<file path="src/rtl/dmem_arbiter.sv">
// dmem_arbiter: shares the single-port data memory between the pipeline (read/write, priority) and debug (read-only)
//   build option DMEM_ARB_DUMP_EN: enables the dump sequencer that streams every word to debug after a halt
//   ports: clk/rst (sync, active-low); i_pipe_*/o_pipe_* pipeline access; i_dbg_*/o_dbg_* debug access and dump;
//          o_mem_*/i_mem_rdata memory port (address/control combinational, read data due before the closing edge)
module dmem_arbiter #(
  parameter int DATA_BITS = 32,
  parameter int ADDR_BITS = 5,
  parameter int STARVE_LIMIT = 4
) (
  input  logic                 clk,
  input  logic                 rst,
  input  logic                 i_pipe_req,
  input  logic                 i_pipe_we,
  input  logic [ADDR_BITS-1:0] i_pipe_addr,
  input  logic [DATA_BITS-1:0] i_pipe_wdata,
  output logic                 o_pipe_stall,
  output logic                 o_pipe_rvalid,
  output logic [DATA_BITS-1:0] o_pipe_rdata,
  input  logic                 i_dbg_req,
  input  logic [ADDR_BITS-1:0] i_dbg_addr,
  input  logic                 i_dbg_dump,
  output logic                 o_dbg_gnt,
  output logic                 o_dbg_rvalid,
  output logic [DATA_BITS-1:0] o_dbg_rdata,
  output logic [ADDR_BITS-1:0] o_dbg_raddr,
  output logic                 o_dbg_dump_busy,
  output logic [ADDR_BITS-1:0] o_mem_addr,
  output logic [DATA_BITS-1:0] o_mem_wdata,
  output logic                 o_mem_we,
  output logic                 o_mem_re,
  input  logic [DATA_BITS-1:0] i_mem_rdata
);
`ifdef DMEM_ARB_DUMP_EN
  localparam bit DUMP_EN = 1'b1;
`else
  localparam bit DUMP_EN = 1'b0;
`endif
  localparam logic [3:0] LIMIT = 4'(STARVE_LIMIT);
  localparam logic [ADDR_BITS-1:0] LAST = '1;
  typedef enum logic {IDLE, DUMP} state_t;
  state_t state;
  logic [ADDR_BITS-1:0] cnt;
  logic [3:0] starve;
  logic dump_start, dbg_pend, dbg_win, pipe_win;
  logic [ADDR_BITS-1:0] dbg_addr;
  always_comb begin
    dump_start = DUMP_EN && state == IDLE && i_dbg_dump;
    // a request arriving with the dump pulse waits until the dump is over
    dbg_pend = state == DUMP || (i_dbg_req && !dump_start);
    dbg_addr = state == DUMP ? cnt : i_dbg_addr;
    dbg_win = dbg_pend && (!i_pipe_req || starve == LIMIT);
    pipe_win = i_pipe_req && !dbg_win;
    o_pipe_stall = i_pipe_req && !pipe_win;
    o_dbg_gnt = dbg_win && state == IDLE;
    o_mem_addr = pipe_win ? i_pipe_addr : dbg_win ? dbg_addr : '0;
    o_mem_we = pipe_win && i_pipe_we;
    o_mem_wdata = o_mem_we ? i_pipe_wdata : '0;
    o_mem_re = (pipe_win && !i_pipe_we) || dbg_win;
  end
  always_ff @(posedge clk) begin
    if (!rst) begin
      state <= IDLE;
      cnt <= '0;
      starve <= '0;
      o_pipe_rvalid <= 1'b0;
      o_pipe_rdata <= '0;
      o_dbg_rvalid <= 1'b0;
      o_dbg_rdata <= '0;
      o_dbg_raddr <= '0;
      o_dbg_dump_busy <= 1'b0;
    end else begin
      o_pipe_rvalid <= pipe_win && !i_pipe_we;
      if (pipe_win && !i_pipe_we) o_pipe_rdata <= i_mem_rdata;
      o_dbg_rvalid <= dbg_win;
      if (dbg_win) begin
        o_dbg_rdata <= i_mem_rdata;
        o_dbg_raddr <= dbg_addr;
      end
      starve <= dbg_win ? '0 : (dbg_pend && pipe_win && starve != LIMIT) ? starve + 4'd1 : starve;
      if (dump_start) begin
        state <= DUMP;
        cnt <= '0;
        o_dbg_dump_busy <= 1'b1;
      end else if (state == DUMP && dbg_win) begin
        cnt <= cnt + 1'b1;
        // busy drops together with the rvalid of the last word
        if (cnt == LAST) begin
          state <= IDLE;
          o_dbg_dump_busy <= 1'b0;
        end
      end
    end
  end
endmodule

</file>
<file path="config.mk">
export PLATFORM = sky130hd
export DESIGN_NAME = dmem_arbiter
export DESIGN_NICKNAME = d
export VERILOG_FILES = /design/src/rtl/dmem_arbiter.sv
export SDC_FILE = /design/constraint.sdc
export NUM_CORES = 1
export LEC_CHECK = 0
export CAP_MARGIN = 30
export CORE_UTILIZATION = 42
export CTS_BUF_LIST = sky130_fd_sc_hd__clkbuf_2 sky130_fd_sc_hd__clkbuf_4 sky130_fd_sc_hd__clkbuf_8
export DETAILED_ROUTE_END_ITERATION = 10
export GPL_ROUTABILITY_DRIVEN = 0
export PLACE_DENSITY = 0.88
export SLEW_MARGIN = 20
export SYNTH_ARGS = -nofsm -noshare
export SYNTH_HDL_FRONTEND = slang
export SYNTH_SLANG_ARGS = --single-unit
</file>
<file path="constraint.sdc">
create_clock -name clk -period 3.65 [get_ports clk]
set_input_delay 0.9125 -clock clk [delete_from_list [all_inputs] [get_ports clk]]
set_output_delay 0.9125 -clock clk [all_outputs]
set_load 0.02 [all_outputs]
</file>
==> out/qor.txt, run 1 <==
multi-input combinational cell area = 1700 sq um
initial antenna violation count = 0
synth warn = 0
Synth Area per Inst = 8.71 sq um
most frequent CP cell = clkdlybuf4s50_1
CTS tree = built
Synth cell types = 33
min cycle time layout = 3550 ps
worst-path cell chain = clkdlybuf4s50_1, nand4b_4, and2_1, a22o_1, clkdlybuf4s50_1
DRC Markers = 0
CP Class = in -> out
Post-synth ARST share = 0%
average wire per standard cell = 15.6 microns
fin area = 5670 sq um
Slew headroom = 53.5%
Worst Path Arrival = 2640 ps
vias in the first global route = 3,399
Fillers = 591
row count = 32
register area = 1500 sq um
area grow syn2layout = 67.8%
maximum clock frequency = 0.281 GHz
status = finished, final reports clean
overall power = 1.98 mW
Top FF cell, synth = dfxtp_1
commonest cells in the netlist = 75 x dfxtp_1, 75 x nand2_1, 37 x mux2i_1
EDFF count, synth = 0
critical path data required time = 2740 ps
Initial Util = 43.5%
drt first-iter violations = 179
Clk Latency, worst-skew pair = 340 ps
clock root buffer = clkbuf_8
sequential-to-total area share from yosys stat = 44.4%
critical path endpoint category = output pin
Final Setup Violations = 0
TritonRoute pass-1 iters = 4
largest net degree at the start of global routing = 70
maximum VDD drop = 259 uV
CP peak stage delay = 550 ps
Worst Tran Pin Value = 697 ps
DRT met1 WL = 4.41 mm
ANT nets after route = 0
final hold vios = 0
CTS buffer count = 9
All-Layer GR Usage = 25.0%
leading post-synthesis cells by cell area = dfxtp_1 44%, mux2i_1 11%, nand2_1 8.3%
n_diodes = 0
Post-DP Area = 5370 sq um
PortBufs = 190
first-pass GRT wire length = 16.8 mm
Core Area = 7770 sq um
Hold WC Path Type = reg -> reg
layout cells sized above 1 = 6.29%
dpl hpwl = 7.70 mm
leak pwr = 2.61 nW
Worst Setup Start Kind = input pin
Top Layer Used = met4
routed vias/inst = 5.02
clk buf depth = 2
DR WL met3 = 715 microns
fin util = 73.0%
final WL = 10.5 mm
NumNets Final = 651
DIE WIDTH = 91.7 microns
Syn Nets = 470
Critical Path Fanout Max = 5
Final Non-Filler Cells = 674
max-cap viol count = 0
number of clock sinks = 75
power per standard cell area = 349 nW/um^2
CP max stage cell = clkdlybuf4s50_1
final setup TNS = 0 ps
register bit count reported by yosys = 75
GRT overflow = 0
Placed Cells = 659
Final period util = 97.3%
Die Span Y = 91.7 microns
Clock Skew = 7.09 ps
Mapped Area = 3380 sq um
post-synth top area cell = dfxtp_1
RSZ-0062 raised after global routing = false
Max H-tree Level = 3
pins over their slew limit = 0
total die area = 8410 sq um
Via Count = 3,381
Synth top area share = 44.4%
Post-Syn Instances = 388
Worst-path clk slew = 80 ps
hold_buf cts = 0
Ports = 193
wire length on met2 = 5.20 mm
per-layer routing:
metal | GRT usage (%) | up-vias
met2 | 42.3 | 116
met3 | 8.29 | 13
met4 | 6.51 | 0
met5 | 0 | -
met1 | 30.6 | 1583
li1 | - | 1669
per-stage QoR:
step	hold WS [ps]	setup slack [ps]
6_report	455	97.3
5_1_grt	480	18.5
4_1_cts	458	12.4
3_5_place_dp	448	20.0
3_3_place_gp	443	43.8
2_1_floorplan	477	834
sequential cells by signal, indices dropped and copies added (netlist names):
name,cells
o_pipe_rvalid,1
o_dbg_rdata,32
o_pipe_rdata,32
o_dbg_rvalid,1
o_dbg_raddr,5
starve,4
cell families after synthesis:
| family | share of synthesized area, % |
|---|---|
| AO/OA/AOI/OAI | 14.6 |
| XOR/XNOR | 0.259 |
| adder cells (fa/ha/maj) | 0.740 |
| buffers and inverters | 5.74 |
| flip-flops | 44.4 |
| multiplexers | 11.0 |
| other | 0.111 |
| AND/OR/NAND/NOR | 23.1 |
power by group:
group / leakage (nW) / internal (mW) / switching, mW / total (mW)
sequential: 0.613 / 0.858 / 0.0210 / 0.879
combinational: 1.90 / 0.230 / 0.200 / 0.430
clock: 0.0972 / 0.376 / 0.295 / 0.671
layout make-up:
class | count | share of cell area [%]
multi-input cells | 275 | 29.9
clock buffers | 9 | 2.18
flip-flops and latches | 75 | 26.5
inverters | 3 | 0.199
well taps | 102 | 2.25
repair buffers | 205 | 37.5
clock inverters | 5 | 1.41
critical path, delay by kind of cell:
kind            cells  cell delay [ps]
compound gates      1              260
buf+inv             2             1080
simple gates        2              390
placed cells by master (no fill, tap or decap), types with 5 or more instances in the layout:
cell type	instances
mux2i_1	37
and2_1	34
dlymetal6s2s_1	32
buf_4	12
nand2_1	75
a21boi_0	29
clkbuf_8	9
clkdlybuf4s50_1	157
o21ai_0	33
dfxtp_1	75
nand3_1	34
a22o_1	5
final timing paths:
kind | endpoint | from | slack, ps | cells after the start
max reg2reg | o_dbg_rdata[8] | starve[0] | 1750 | 7
min | o_dbg_rdata[5] | o_dbg_rdata[5] | 450 | 2
max | o_mem_addr[2] | i_dbg_req | 100 | 5
min reg2reg | o_dbg_rdata[5] | o_dbg_rdata[5] | 450 | 2
timing repair:
action	4_1_cts	5_1_grt
buffers inserted	0	1
gates resized for setup	0	32
endpoints found under the setup margin	0	33
Note: power is estimated with default switching activity, not from simulation.
==> inputs of run 2 (changes only) <==
--- a/config.mk
+++ b/config.mk
@@ -8,6 +8,7 @@
 export CAP_MARGIN = 30
 export CORE_UTILIZATION = 42
 export CTS_BUF_LIST = sky130_fd_sc_hd__clkbuf_2 sky130_fd_sc_hd__clkbuf_4 sky130_fd_sc_hd__clkbuf_8
+export CTS_CLUSTER_SIZE = 8
 export DETAILED_ROUTE_END_ITERATION = 10
 export GPL_ROUTABILITY_DRIVEN = 0
 export PLACE_DENSITY = 0.88
==> results of run 2 <==
The final DEF is identical to that of run 1; final timing and power are the same.
==> inputs of run 3 (changes only) <==
--- a/config.mk
+++ b/config.mk
@@ -11,7 +11,8 @@
 export CTS_CLUSTER_SIZE = 8
 export DETAILED_ROUTE_END_ITERATION = 10
 export GPL_ROUTABILITY_DRIVEN = 0
-export PLACE_DENSITY = 0.88
+export GPL_TIMING_DRIVEN = 1
+export PLACE_DENSITY = 0.95
 export SLEW_MARGIN = 20
 export SYNTH_ARGS = -nofsm -noshare
 export SYNTH_HDL_FRONTEND = slang
==> run 3 against run 2 <==
  * Register-to-register slack lost 40 ps
  * Sequential cell count is the same
  * Final cell count grew 0.59%
  * Critical path depth is the same
  * Maximum frequency shrank 0.79%
  * Non-clock buffer count grew 2
  * Wire length grew 1.0%
  * Setup slack lost 28 ps
  * Global-route usage shrank 0.15 points
  * Die area is the same
  * Sequential share of layout area shrank 0.24 points
  * Critical endpoint is now o_mem_addr[1]
  * Largest cell class unchanged
  * Largest power group unchanged
==> out/qor.txt, run 3 (synthesis results as in run 1) <==
final WL = 10.6 mm
Critical Path Fanout Max = 5
Final Non-Filler Cells = 678
ANT nets after route = 0
maximum VDD drop = 405 uV
vias in the first global route = 3,490
layout cells sized above 1 = 6.94%
Hold Crit Start = o_dbg_rdata[10]
DIE WIDTH = 91.7 microns
Die Span Y = 91.7 microns
power per standard cell area = 367 nW/um^2
Final period util = 98.1%
maximum clock frequency = 0.279 GHz
Critical R2R Launch = starve[0]
leak pwr = 2.62 nW
commonest non-fill, non-tap cells in the layout = 157 x clkdlybuf4s50_1, 75 x nand2_1, 75 x dfxtp_1, 37 x mux2i_1
Max H-tree Level = 3
Hold WC Path Type = reg -> reg
commonest non-fill, non-tap cell in the layout = clkdlybuf4s50_1
critical path endpoint category = output pin
TritonRoute pass-1 iters = 4
pins over their slew limit = 0
Worst R2R Path Depth = 8
Clk Latency, worst-skew pair = 340 ps
min cycle time layout = 3580 ps
clk buf depth = 2
final setup TNS = 0 ps
dpl hpwl = 7.59 mm
overall power = 2.10 mW
GRT overflow = 0
worst-case hold path end point = o_dbg_rdata[10]
Worst Setup Start Kind = input pin
final hold vios = 0
total die area = 8410 sq um
CP max stage cell = clkdlybuf4s50_1
R2R Setup Slk = 1710 ps
Slew headroom = 49.6%
DRC Markers = 0
max-cap viol count = 0
CP peak stage delay = 580 ps
hold_ws = 460 ps
CTS tree = built
setup ws final = 68.9 ps
All-Layer GR Usage = 24.9%
NumNets Final = 653
fin area = 5720 sq um
largest net degree at the start of global routing = 58
number of clock sinks = 75
Worst Tran Pin Value = 755 ps
hold_buf cts = 0
Initial Util = 43.5%
critical path data required time = 2740 ps
drt first-iter violations = 150
Final Setup Violations = 0
most frequent CP cell = clkdlybuf4s50_1
biggest regs = o_dbg_rdata: 32 flops, o_pipe_rdata: 32 flops, o_dbg_raddr: 5 flops
RSZ-0062 raised after global routing = false
Core Area = 7770 sq um
initial antenna violation count = 0
n_diodes = 0
area grow syn2layout = 69.3%
Ports = 193
pre-CTS setup slack = -0.718 ps
Worst-path clk slew = 70 ps
Placed Cells = 661
CTS buffer count = 9
Via Count = 3,465
worst-path cell chain = clkdlybuf4s50_1, nand4b_4, and2_1, a22o_1, clkdlybuf4s50_1
PortBufs = 190
hold depth = 2
row count = 32
Fillers = 581
average wire per standard cell = 15.6 microns
Reg-to-Reg End = o_dbg_rdata[30]
Worst Path Arrival = 2670 ps
clock root buffer = clkbuf_8
status = finished, final reports clean
routed vias/inst = 5.11
first-pass GRT wire length = 16.7 mm
fin util = 73.7%
Post-DP Area = 5380 sq um
CP Class = in -> out
Clock Skew = 6.79 ps
run 3: cell types whose count changed in the layout (fill, tap and decap cells not counted):
cell,delta
bufinv_16,+1
dlymetal6s2s_1,-2
buf_4,+2
clkbuf_8,+1
clkinvlp_4,-1
dlygate4sd2_1,+2
inv_6,+1
run 3: where the power goes:
part           internal [mW]  switching, mW  total, mW  leakage [nW]
registers              0.858         0.0217      0.880         0.613
logic                  0.231          0.201      0.432          1.88
clock network          0.474          0.312      0.786         0.123
run 3: per-layer routing:
layer  GRT usage, %  wire length, microns
met5              0                     0
met4           7.68                   169
met3           5.89                   677
met2           45.8                  5530
met1           28.4                  4230
run 3: worst max path at each step:
| stage | startpoint | to | slack (ps) |
|---|---|---|---|
| after floorplan | i_dbg_req | o_mem_wdata[18] | 830 |
| after detailed placement | i_dbg_req | o_mem_wdata[21] | -0.7 |
| final | i_dbg_req | o_mem_addr[1] | 70 |
| after global placement | i_dbg_req | o_mem_wdata[28] | 30 |
| after global routing | i_dbg_req | o_mem_addr[0] | 20 |
| after CTS | i_dbg_req | o_mem_wdata[24] | 1 |
run 3: cell type report:
class	instances	area, sq um	area share (%)
repair buffers	207	2130	37.3
flip-flops and latches	75	1500	26.2
clock buffers	10	138	2.41
well taps	102	128	2.23
multi-input cells	275	1700	29.7
inverters	3	11.3	0.197
clock inverters	6	111	1.95
run 3: worst max-delay path: cells and delay by family:
| kind | cells | cell delay (ps) |
|---|---|---|
| buf+inv | 2 | 1110 |
| compound gates | 1 | 260 |
| simple gates | 2 | 390 |
run 3: timing repair:
item	4_1_cts	5_1_grt
resized for setup	2	30
setup endpoints to repair	2	32
buffers inserted	0	1
